$ cat config.mk
export PLATFORM = sky130hd
export DESIGN_NAME = mul_arbiter
export DESIGN_NICKNAME = d
export VERILOG_FILES = /design/src/rtl/mul_arbiter.sv
export SDC_FILE = /design/constraint.sdc
export NUM_CORES = 1
export LEC_CHECK = 0
export BUFFER_PORTS_ARGS = -buffer_cell sky130_fd_sc_hd__buf_2
export CAP_MARGIN = 5
export CORE_ASPECT_RATIO = 2
export CORE_MARGIN = 2
export CORE_UTILIZATION = 49
export DETAILED_ROUTE_END_ITERATION = 10
export PLACE_DENSITY = 0.93
export SYNTH_ARGS = -nofsm -noshare
export SYNTH_HDL_FRONTEND = slang
export SYNTH_SLANG_ARGS = --single-unit
$ cat constraint.sdc
create_clock -name clk -period 3.6 [get_ports clk]
set_input_delay 0 -clock clk [delete_from_list [all_inputs] [get_ports clk]]
set_output_delay 0 -clock clk [all_outputs]
set_load 0.01 [all_outputs]
$ cat src/rtl/mul_arbiter.sv
// Round-robin arbiter that shares one sequential multiplier between two clients.
// Grants in IDLE, pulses start/ack in ISSUE, then tracks the multiplier through BUSY and RUN.
module mul_arbiter #(
   parameter int N = 4
) (
   input  logic           clk,
   input  logic           reset,
   input  logic           req0,
   input  logic           req1,
   input  logic [N-1:0]   a0,
   input  logic [N-1:0]   b0,
   input  logic [N-1:0]   a1,
   input  logic [N-1:0]   b1,
   input  logic           signed0,
   input  logic           signed1,
   output logic           ack0,
   output logic           ack1,
   output logic           done0,
   output logic           done1,
   output logic [2*N-1:0] res0,
   output logic [2*N-1:0] res1,
   output logic           busy,
   output logic           mul_start,
   output logic [N-1:0]   mul_a,
   output logic [N-1:0]   mul_b,
   output logic           mul_signed,
   input  logic           mul_ready,
   input  logic [2*N-1:0] mul_product,
   output logic [1:0]     dbg_state
);

   typedef enum logic [1:0] {
      IDLE  = 2'd0,
      ISSUE = 2'd1,
      BUSY  = 2'd2,
      RUN   = 2'd3
   } state_t;

   state_t         state_q, state_d;
   logic           owner_q, owner_d;
   logic           prio_q, prio_d;
   logic [N-1:0]   mul_a_q, mul_a_d;
   logic [N-1:0]   mul_b_q, mul_b_d;
   logic           mul_signed_q, mul_signed_d;
   logic [2*N-1:0] res0_q, res0_d;
   logic [2*N-1:0] res1_q, res1_d;
   logic           done0_q, done0_d;
   logic           done1_q, done1_d;
   logic           winner;

   // Client handshake: req is a level held until ack; ack pulses once when the
   // operands are captured; done pulses once when res is updated.
   always_comb begin
      state_d      = state_q;
      owner_d      = owner_q;
      prio_d       = prio_q;
      mul_a_d      = mul_a_q;
      mul_b_d      = mul_b_q;
      mul_signed_d = mul_signed_q;
      res0_d       = res0_q;
      res1_d       = res1_q;
      done0_d      = 1'b0;
      done1_d      = 1'b0;
      winner       = (req0 && req1) ? prio_q : req1;
      case (state_q)
         IDLE: begin
            if (mul_ready && (req0 || req1)) begin
               owner_d      = winner;
               prio_d       = ~winner;
               mul_a_d      = winner ? a1 : a0;
               mul_b_d      = winner ? b1 : b0;
               mul_signed_d = winner ? signed1 : signed0;
               state_d      = ISSUE;
            end
         end
         ISSUE: state_d = BUSY;
         BUSY: begin
            // The multiplier dropping ready is the only proof it took the start.
            if (!mul_ready) state_d = RUN;
         end
         RUN: begin
            if (mul_ready) begin
               if (owner_q) begin
                  res1_d  = mul_product;
                  done1_d = 1'b1;
               end else begin
                  res0_d  = mul_product;
                  done0_d = 1'b1;
               end
               state_d = IDLE;
            end
         end
         default: state_d = IDLE;
      endcase
   end

   always_ff @(posedge clk or negedge reset) begin
      if (!reset) begin
         state_q      <= IDLE;
         owner_q      <= 1'b0;
         prio_q       <= 1'b0;
         mul_a_q      <= '0;
         mul_b_q      <= '0;
         mul_signed_q <= 1'b0;
         res0_q       <= '0;
         res1_q       <= '0;
         done0_q      <= 1'b0;
         done1_q      <= 1'b0;
      end else begin
         state_q      <= state_d;
         owner_q      <= owner_d;
         prio_q       <= prio_d;
         mul_a_q      <= mul_a_d;
         mul_b_q      <= mul_b_d;
         mul_signed_q <= mul_signed_d;
         res0_q       <= res0_d;
         res1_q       <= res1_d;
         done0_q      <= done0_d;
         done1_q      <= done1_d;
      end
   end

   assign ack0       = (state_q == ISSUE) && !owner_q;
   assign ack1       = (state_q == ISSUE) && owner_q;
   assign mul_start  = (state_q == ISSUE);
   assign busy       = (state_q != IDLE);
   assign done0      = done0_q;
   assign done1      = done1_q;
   assign res0       = res0_q;
   assign res1       = res1_q;
   assign mul_a      = mul_a_q;
   assign mul_b      = mul_b_q;
   assign mul_signed = mul_signed_q;
   assign dbg_state  = state_q;

endmodule

After elaboration in Yosys (flattened, before gate mapping)
Cells that the tools add are included.
- flip-flop bits (word level): 31
- bits in latches: 0
- bits in writable memories: 0
- bits in read-only memories: 0
- input bits: 31
- output and inout bits: 33
- word-level logic and storage cells: 44
- memories kept: 0
- add/sub/neg operators: 0
- multipliers: 0
- div/mod/pow operators: 0
- order comparisons: 0
- equality and inequality tests: 6
- shift-type cells: 0
- mux-type cells: 14
- bitwise operators: 2
- reductions and logical operators: 12
- operators with widths (kind ; number):
    $reduce_and 3->1 ; 3
    $mux 1 ; 8
    $mux 4 ; 2
    $pmux 2 s4 ; 1
    $mux 2 ; 3
    $ne 2x2->1 const B ; 3
    $eq 2x2->1 const B ; 2
    $logic_and 1x1->1 ; 4
    $eq 2x1->1 const B ; 1
    $logic_not 2->1 ; 1
    $not 1->1 ; 2
    $reduce_and 2->1 ; 1
    $reduce_bool 2->1 ; 1
    $logic_not 1->1 ; 1
    $logic_or 1x1->1 ; 1

Longest topological paths before layout
Gate-level depths: netlist of the first run.
- word-level depth: 4
- depth in mapped cells: 6
- gate-level depth less buffers: 5

Worst setup path before layout of the first run
No wires, ideal clock.
- path type: reg2reg
- from: register state_q[0] (netlist: dbg_state[0])
- to: register state_q[1] (netlist: dbg_state[1])
- setup time: 0.128 ns
- arrival: 1.448 ns
- required time: 3.472 ns
- setup slack: 2.024 ns
- cell stages (with the launch flop): 6
- period minus slack after synthesis: 1.576 ns
- path through: dfrtp_1 -> inv_1 -> ha_1 -> mux2_4 -> o22ai_2 -> mux2_1
- word-level cells in the longest chain between the ends: 3
- elaborated cells on any way between the ends: 9
- those cells by class: eq/ne (6); mux (1); reduce/logical (2)
- ends and longest elaborated chain (what ; RTL line ; text):
    start: declaration ; 39 ; state_t state_q, state_d;
    start signal: assignment ; 110 ; state_q <= state_d;
    $eq 2x2->1 / $logic_not 2->1 (equally long branches) ; 65 ; case (state_q)
    $ne 2x2->1 (no line) ; n/a ;
    $reduce_and 3->1 (no line) ; n/a ;
Several ways; a longest one is shown, not always the timed one.
A chain may end at the register's enable or synchronous reset.

Worst setup path in the final report of the first run
- from: register state_q[0] (netlist: dbg_state[0])
- to: register mul_b_q[0] (netlist: mul_b[0])
- word-level cells in the longest chain between the ends: 2
- ends and longest elaborated chain (what ; RTL line ; text):
    $logic_not 2->1 ; 65 ;
    $reduce_and 2->1 (no line) ; n/a ;
    end signal: assignment ; 114 ; mul_b_q <= mul_b_d;
    end: declaration ; 43 ; logic [N-1:0] mul_b_q, mul_b_d;
Every way passes these cells.

==> qor.json, run 1 <==
{
  "status": {
    "run_status": "finished, final reports clean"
  },
  "timing": {
    "rsz0062_at_grt": "no",
    "finalSetupViolCount": 0,
    "max_slew.worst_pin.slew_ns": 0.649,
    "timing.final.crit_share": 0.634,
    "min_period_ns": 2.28,
    "finalClockSkew_ns": 0.00969,
    "finalHoldWorstSlack_ns": 0.0471,
    "setup_total_negative_slack_ns": 0,
    "hold_viol": 0,
    "slew_violations": 0,
    "slew-limit-headroom": 0.567,
    "max_clock_freq_mhz": 438
  },
  "detailed_routing": {
    "drt_iter0_drc": 32,
    "drt-pass1-iter-count": 4,
    "antenna_violating_nets_post_route": 0,
    "detail_route.vias_per_cell": 5.42,
    "route.detailed.drc": 0,
    "detail_route.wirelength_um": 3670,
    "routedWlPerCell_um": 15.3,
    "vias": 1296
  },
  "final_layout": {
    "area_growth_syn_to_layout_pct": 48.2,
    "layoutNonFillerInstCount": 239,
    "layout_common_cells": "63 x buf_2, 31 x dfrtp_1, 26 x dlygate4sd3_1",
    "post_route_cells_drive_above_1_share": 0.433,
    "num-nets-final": 244,
    "antenna_cells": 0,
    "final_common_cell": "buf_2"
  },
  "min_path": {
    "min_path_type": "input port to flip-flop",
    "hold_start": "a0[2]",
    "hold_depth": 3
  },
  "power_and_ir_drop": {
    "power.combinational.fraction": 0.457,
    "pwr-share-clk": 0.169,
    "total_power_w": 0.00162,
    "pwr_density_cell_nw_per_um2": 783,
    "p_sw_w": 0.000582,
    "seq_power_share": 0.374,
    "worst_ir_drop_vdd_uv": 426,
    "power_report.internal_total_w": 0.00103,
    "switching_power_share_of_the_total": 0.360,
    "total_leakage_power_nw": 1.04
  },
  "yosys": {
    "synth.avg_cell_area_um2": 11.8,
    "yosysSeqAreaShare": 0.557,
    "synth-warning-count": 0,
    "synth_cell_type_count": 23,
    "post_synthesis_sequential_element_count": 31,
    "syn_area_um2": 1390,
    "syn_nets": 153,
    "syn-instance-count": 118
  },
  "setup_path": {
    "critical_path.max_fanout": 21,
    "cp.arrival_ns": 2.52,
    "worstSetupPathType": "flip-flop to flip-flop",
    "critPathCaptureType": "flip-flop",
    "worst_setup_path_start_kind": "flip-flop",
    "worst_setup_path_startpoint": "dbg_state[0]",
    "ff2ff_path_depth": 6,
    "worst_r2r_startpoint": "dbg_state[0]",
    "worst-endpoint-required_ns": 3.83
  },
  "grt": {
    "grt_usage": 0.245,
    "number_of_global_route_vias_before_repair": 1345,
    "grt_start_max_net_pins": 32,
    "number_of_antenna_violations_at_the_first_check_in_global_routing": 0,
    "first_pass_grt_wire_length_um": 6020,
    "global_route_overflow": 0
  },
  "placed_design": {
    "finalWeightedCongestion": 0.721,
    "place.detailed.instances": 205,
    "port_buffers": 63,
    "dp.final_hpwl_um": 2230
  },
  "floorplan": {
    "chipWidth_um": 41.7,
    "num_io_pins": 64,
    "core_um2": 2740,
    "placement_rows": 27,
    "dieArea_um2": 3310,
    "dieHeight_um": 79.4,
    "initial_core_util": 0.509
  },
  "clock_network": {
    "clock_tree_from_tritoncts": "built",
    "cts_inserted_buffers": 5,
    "root_buffer": "clkbuf_8",
    "path_clk_slew_ns": 0.07,
    "postCtsSetupRepairBufs": 0,
    "cts.path.max_buffers": 2,
    "h-tree-depth": 2,
    "clock_sink_count": 31,
    "clkLatencyLatePin_ns": 0.29
  },
  "flow_run": {
    "max_cap_violations": 0
  }
}
-- flip-flops by register name (all words and copies together), names as in the netlist --
| register | cells |
|---|---|
| res0 | 8 |
| res1 | 8 |
| mul_a | 4 |
| mul_b | 4 |
| dbg_state | 2 |
| done0 | 1 |
| done1 | 1 |
| mul_signed | 1 |
| owner_q | 1 |
| prio_q | 1 |
-- cells by family after synthesis --
family	count (synthesis)	synth area share
AOI/OAI and AO/OA	26	0.118
and+or+nand+nor	26	0.0988
DFF	31	0.557
adders and majority gates	4	0.0359
muxes	18	0.148
buffers and inverters	13	0.0422
-- worst paths after layout --
kind                             to  slack (ns)
max reg2reg                mul_b[0]        1.32
min in group asynchronous  mul_a[3]        0.26
max                        mul_b[0]        1.32
max in group asynchronous    prio_q        2.91
min reg2reg                 res0[0]        0.50
min                        mul_a[2]        0.05
-- layer usage --
metal / global-route usage / up-vias / part of all wire
met5: 0 / - / 0
met3: 0.0701 / 10 / 0.067
li1: - / 598 / -
met2: 0.461 / 69 / 0.55
met4: 0.126 / 0 / 0.023
met1: 0.230 / 619 / 0.36
-- cell type report --
| cell class | count | area, µm² |
|---|---|---|
| Clock inverter | 3 | 20.0 |
| Sequential cell | 31 | 776 |
| Fill cell | 188 | 672 |
| Inverter | 8 | 30.0 |
| Clock buffer | 5 | 68.8 |
| Tap cell | 29 | 36.3 |
| Timing Repair Buffer | 89 | 576 |
| Multi-Input combinational cell | 74 | 558 |
-- cell usage after synthesis --
| cell type | number | area share |
|---|---|---|
| dfrtp_1 | 31 | 0.56 |
| mux2_2 | 16 | 0.13 |
| o21ai_0 | 12 | 0.043 |
| nand3_1 | 10 | 0.036 |
| a31oi_1 | 9 | 0.040 |
| nor2_1 | 9 | 0.024 |
| inv_1 | 8 | 0.022 |
| ha_1 | 4 | 0.036 |
| buf_2 | 2 | 0.0072 |
| clkbuf_1 | 2 | 0.0054 |
| nand3_2 | 2 | 0.014 |
| nor2b_1 | 2 | 0.0090 |
| a21o_1 | 1 | 0.0054 |
| a221o_1 | 1 | 0.0072 |
| and2_1 | 1 | 0.0045 |
| buf_6 | 1 | 0.0081 |
| mux2_1 | 1 | 0.0081 |
| mux2_4 | 1 | 0.011 |
| nand2b_1 | 1 | 0.0045 |
| nor4b_1 | 1 | 0.0063 |
| o211a_1 | 1 | 0.0072 |
| o21a_1 | 1 | 0.0054 |
| o22ai_2 | 1 | 0.0090 |
-- repair_timing --
item | in CTS | in global routing
hold endpoints to repair | 56 | 0
hold buffers | 26 | 0
resized for setup | 0 | 0
-- critical path, stage by stage (launching register included) --
cell and delay, ns:
dfrtp_1 0.42, inv_1 0.12, ha_1 0.28, o211a_1 0.55, nor2_1 0.11, a31oi_1 0.17, dlygate4sd3_1 0.56
-- through the flow --
step	area (µm²)	utilization	worst slack, ns
3_5_place_dp	1720	0.627	1.88
4_1_cts	2060	0.754	1.46
3_3_place_gp	1720	0.627	1.96
2_1_floorplan	1390	-	2.02
6_report	2060	0.754	1.32
5_1_grt	2060	0.754	1.14
-- power groups by stage --
stage	logic, W	registers (W)	clock network [W]
finish	0.000739	0.000604	0.000273
global route	0.000806	0.000625	0.000291
CTS	0.000728	0.000601	0.000274
detailed placement	0.000638	0.000608	0
global placement	0.000619	0.000598	0
floorplan	0.000317	0.000679	0
Power figures use the tool's default switching activity.
==> inputs of run 2 (changes only) <==
- CORE_UTILIZATION: 49 -> 41
- PLACE_DENSITY: 0.93 -> 0.84
- clock period: 3.6 -> 1.85 ns (I/O delays scaled with it)
==> qor.json, run 2 (same netlist as run 1, synthesis figures left out) <==
{
  "min_path": {
    "capture_endpoint_of_the_worst_hold_path": "mul_a[1]",
    "hold_depth": 3,
    "hold_start": "a1[1]",
    "min_path_type": "input port to flip-flop"
  },
  "clock_network": {
    "clock_tree_from_tritoncts": "built",
    "clock_sink_count": 31,
    "postCtsSetupRepairBufs": 0,
    "cts.path.max_buffers": 2,
    "cts_inserted_buffers": 5,
    "cts-resized-gates": 0,
    "path_clk_slew_ns": 0.07,
    "clkLatencyLatePin_ns": 0.28,
    "hold_buffers": 20,
    "h-tree-depth": 2,
    "root_buffer": "clkbuf_8"
  },
  "grt": {
    "number_of_antenna_violations_at_the_first_check_in_global_routing": 0,
    "globalRouteMet1Util": 0.224,
    "first_pass_grt_wire_length_um": 5270,
    "number_of_global_route_vias_before_repair": 1239,
    "global_route_overflow": 0,
    "grt_busiest_layer": "met2",
    "grt_util_met3": 0.0500,
    "met2_usage": 0.291,
    "grt_start_max_net_pins": 32,
    "grt_usage": 0.182
  },
  "final_layout": {
    "num-nets-final": 239,
    "area_growth_syn_to_layout_pct": 46.8,
    "final_common_cell": "buf_2",
    "antenna_cells": 0,
    "layoutNonFillerInstCount": 237,
    "post_route_cells_drive_above_1_share": 0.449,
    "multi_input_comb_area_um2": 558,
    "final.fill_count": 263,
    "register_area_um2": 776,
    "layout_common_cells": "63 x buf_2, 31 x dfrtp_1, 20 x dlygate4sd3_1"
  },
  "setup_path": {
    "cp.arrival_ns": 1.78,
    "critPathCaptureType": "flip-flop",
    "worst_r2r_startpoint": "dbg_state[0]",
    "critical_path.max_fanout": 5,
    "reg2reg_to": "dbg_state[1]",
    "ff2ff_setup_slack_ns": 0.22,
    "ff2ff_path_depth": 5,
    "worst-endpoint-required_ns": 2.01,
    "worstSetupPathType": "flip-flop to flip-flop",
    "worst_setup_path_start_kind": "flip-flop"
  },
  "detailed_routing": {
    "vias": 1264,
    "routedWlPerCell_um": 14.2,
    "detail_route.vias_per_cell": 5.33,
    "drt-pass1-iter-count": 4,
    "antenna_violating_nets_post_route": 0,
    "route.detailed.drc": 0,
    "drt_iter0_drc": 9,
    "detail_route.wirelength_um": 3360
  },
  "power_and_ir_drop": {
    "worst_ir_drop_vdd_uv": 948,
    "pwr_density_cell_nw_per_um2": 1540,
    "total_power_w": 0.00315,
    "total_leakage_power_nw": 1.04
  },
  "timing": {
    "max_slew.worst_pin.slew_ns": 0.665,
    "setup_total_negative_slack_ns": 0,
    "max_clock_freq_mhz": 614,
    "rsz0062_at_grt": "no",
    "finalSetupViolCount": 0,
    "slew_violations": 0,
    "min_period_ns": 1.63,
    "finalHoldWorstSlack_ns": 0.00342,
    "slew-limit-headroom": 0.557,
    "timing.final.crit_share": 0.880,
    "hold_viol": 0,
    "finalClockSkew_ns": 0.00442
  },
  "placed_design": {
    "finalWeightedCongestion": 0.748,
    "port_buffers": 63,
    "dp.final_hpwl_um": 2200,
    "place.detailed.instances": 209
  },
  "floorplan": {
    "core_um2": 3300,
    "initial_core_util": 0.422,
    "dieArea_um2": 3910,
    "chipWidth_um": 45.2,
    "num_io_pins": 64,
    "dieHeight_um": 86.4,
    "placement_rows": 30
  },
  "flow_run": {
    "max_cap_violations": 0
  },
  "status": {
    "run_status": "finished, final reports clean"
  }
}
## run 2: metrics by stage
step,setup WS [ns],instance area (µm²),utilization
5_1_grt,0.197,2040,0.619
6_report,0.223,2040,0.619
3_3_place_gp,0.324,1730,0.523
4_1_cts,0.239,2040,0.619
2_1_floorplan,0.274,1390,-
3_5_place_dp,0.254,1730,0.523
## run 2: worst max path at each step
| stage | to | startpoint | slack [ns] |
|---|---|---|---|
| 3_3_place_gp | dbg_state[1] | dbg_state[0] | 0.32 |
| 2_1_floorplan | dbg_state[1] | dbg_state[0] | 0.27 |
| 6_report | dbg_state[1] | dbg_state[0] | 0.22 |
| 3_5_place_dp | dbg_state[1] | dbg_state[0] | 0.25 |
| 4_1_cts | dbg_state[1] | dbg_state[0] | 0.24 |
| 5_1_grt | prio_q | dbg_state[0] | 0.20 |
## run 2: final cells by class
cell class | instances | share of cell area
tap | 32 | 0.0196
clock inverter | 2 | 0.0171
timing repair buffer | 84 | 0.256
multi-input combinational | 74 | 0.273
inverter | 8 | 0.0147
clock buffer | 6 | 0.0404
sequential | 31 | 0.379
## run 2: report_power, final
part	internal [W]	switching (W)	total [W]
logic	0.000637	0.000644	0.00128
registers	0.00100	0.000183	0.00118
clock network	0.000435	0.000249	0.000684
## run 2: worst max-delay path, stage by stage (launching register included)
cell	delay (ns)
dfrtp_1	0.42
inv_1	0.10
ha_1	0.26
mux2_4	0.28
o22ai_2	0.11
mux2_1	0.34
## run 2: per-layer routing
layer	up-vias	routed length [µm]
li1	591	-
met5	-	0
met3	5	322
met2	81	1630
met4	0	45
met1	587	1360
==> inputs of run 3 (changes only) <==
- PLACE_DENSITY: 0.84 -> 0.74
==> qor.json, run 3 (same netlist as run 1, synthesis figures left out) <==
{
  "detailed_routing": {
    "drt-pass1-iter-count": 4,
    "route.detailed.drc": 0,
    "drt_iter0_drc": 19,
    "vias": 1241,
    "routedWlPerCell_um": 12.9,
    "antenna_violating_nets_post_route": 0,
    "detail_route.vias_per_cell": 5.15,
    "detail_route.wirelength_um": 3110
  },
  "clock_network": {
    "clock_sink_count": 31,
    "clkLatencyLatePin_ns": 0.27,
    "cts_inserted_buffers": 5,
    "hold_buffers": 22,
    "root_buffer": "clkbuf_8",
    "postCtsSetupRepairBufs": 0,
    "cts-resized-gates": 0,
    "h-tree-depth": 2,
    "path_clk_slew_ns": 0.07,
    "cts.path.max_buffers": 2,
    "clock_tree_from_tritoncts": "built"
  },
  "power_and_ir_drop": {
    "switching_power_share_of_the_total": 0.335,
    "p_sw_w": 0.00105,
    "power.combinational.fraction": 0.408,
    "power_report.internal_total_w": 0.00208,
    "pwr-share-clk": 0.218,
    "seq_power_share": 0.374,
    "total_leakage_power_nw": 1.06,
    "pwr_density_cell_nw_per_um2": 1500,
    "worst_ir_drop_vdd_uv": 832,
    "total_power_w": 0.00313
  },
  "timing": {
    "finalSetupViolCount": 0,
    "max_clock_freq_mhz": 625,
    "slew_violations": 0,
    "slew-limit-headroom": 0.556,
    "finalClockSkew_ns": 0.00453,
    "setup_total_negative_slack_ns": 0,
    "max_slew.worst_pin.slew_ns": 0.666,
    "timing.final.crit_share": 0.865,
    "min_period_ns": 1.60,
    "final_critical_path_setup_slack_ns": 0.249,
    "rsz0062_at_grt": "no",
    "hold_viol": 0
  },
  "setup_path": {
    "worst_setup_path_start_kind": "flip-flop",
    "critical_path_destination": "dbg_state[1]",
    "ff2ff_setup_slack_ns": 0.25,
    "cp.arrival_ns": 1.76,
    "worst-endpoint-required_ns": 2.01,
    "reg2reg_to": "dbg_state[1]",
    "worst_r2r_startpoint": "dbg_state[0]",
    "worst_setup_path_startpoint": "dbg_state[0]",
    "ff2ff_path_depth": 5,
    "critPathCaptureType": "flip-flop",
    "critical_path.max_fanout": 5,
    "worstSetupPathType": "flip-flop to flip-flop"
  },
  "final_layout": {
    "final_cell_area_um2": 2080,
    "final.fill_count": 269,
    "final_common_cell": "buf_2",
    "register_area_um2": 776,
    "post_route_cells_drive_above_1_share": 0.445,
    "antenna_cells": 0,
    "area_growth_syn_to_layout_pct": 49.5,
    "layout_common_cells": "63 x buf_2, 31 x dfrtp_1, 23 x dlygate4sd3_1",
    "multi_input_comb_area_um2": 558,
    "num-nets-final": 243
  },
  "placed_design": {
    "dp.final_hpwl_um": 2080,
    "preCtsSetupSlack_ns": 0.251,
    "finalWeightedCongestion": 0.749,
    "dpl_cell_area_um2": 1730,
    "port_buffers": 63
  },
  "floorplan": {
    "dieHeight_um": 86.4,
    "placement_rows": 30,
    "initial_core_util": 0.422,
    "num_io_pins": 64,
    "dieArea_um2": 3910,
    "chipWidth_um": 45.2,
    "core_um2": 3300
  },
  "grt": {
    "number_of_global_route_vias_before_repair": 1214,
    "grt_usage": 0.178,
    "grt_start_max_net_pins": 32,
    "first_pass_grt_wire_length_um": 5210,
    "number_of_antenna_violations_at_the_first_check_in_global_routing": 0,
    "global_route_overflow": 0
  },
  "status": {
    "run_status": "finished, final reports clean"
  },
  "min_path": {
    "min_path_type": "input port to flip-flop",
    "hold_start": "b1[1]"
  },
  "flow_run": {
    "max_cap_violations": 0
  }
}
## run 3: changes by cell type in the layout (fill, tap and decap cells not counted)
cell	change
buf_4	+1
dlygate4sd3_1	+3
## run 3: per-layer routing
metal  share of wire  track usage  routed length [µm]
met1            0.41        0.222                1270
met2            0.50        0.291                1570
met3           0.073       0.0479                 228
met4           0.014       0.0615                  44
met5               0            0                   0
## run 3: power groups by stage
stage                     Clock (W)  Combinational, W  Sequential [W]
after floorplan                   0          0.000617         0.00132
after global placement            0           0.00121         0.00117
after detailed placement          0           0.00125         0.00118
after CTS                  0.000697           0.00129         0.00117
after global routing       0.000723           0.00143         0.00121
final                      0.000681           0.00128         0.00117
## run 3: critical path, cell delays in order, from the launching register on
cell and delay [ns]:
dfrtp_1 0.40, inv_1 0.10, ha_1 0.26, mux2_4 0.28
o22ai_2 0.12, mux2_1 0.33
## run 3: area by class of cell
type | count | share of cell area
Timing Repair Buffer | 88 | 0.269
Tap cell | 32 | 0.0192
Multi-Input combinational cell | 74 | 0.268
Clock buffer | 6 | 0.0397
Inverter | 8 | 0.0144
Sequential cell | 31 | 0.373
Clock inverter | 2 | 0.0168
## run 3: worst min-delay path by stage
stage	to	slack [ns]	cells after the start
3_3_place_gp	dbg_state[1]	0.07	1
6_report	mul_b[1]	0.005	3
3_5_place_dp	dbg_state[1]	0.08	1
2_1_floorplan	dbg_state[0]	-0.30	0
4_1_cts	mul_b[0]	0.0002	3
5_1_grt	mul_b[1]	0.009	3
## run 3: metrics by stage
| step | instances | util | hold slack [ns] |
|---|---|---|---|
| after floorplan | 118 | - | -0.296 |
| after global placement | 210 | 0.525 | 0.0675 |
| after detailed placement | 210 | 0.525 | 0.0757 |
| after CTS | 240 | 0.627 | 0.000160 |
| after global routing | 241 | 0.630 | 0.00927 |
| final | 241 | 0.630 | 0.00498 |
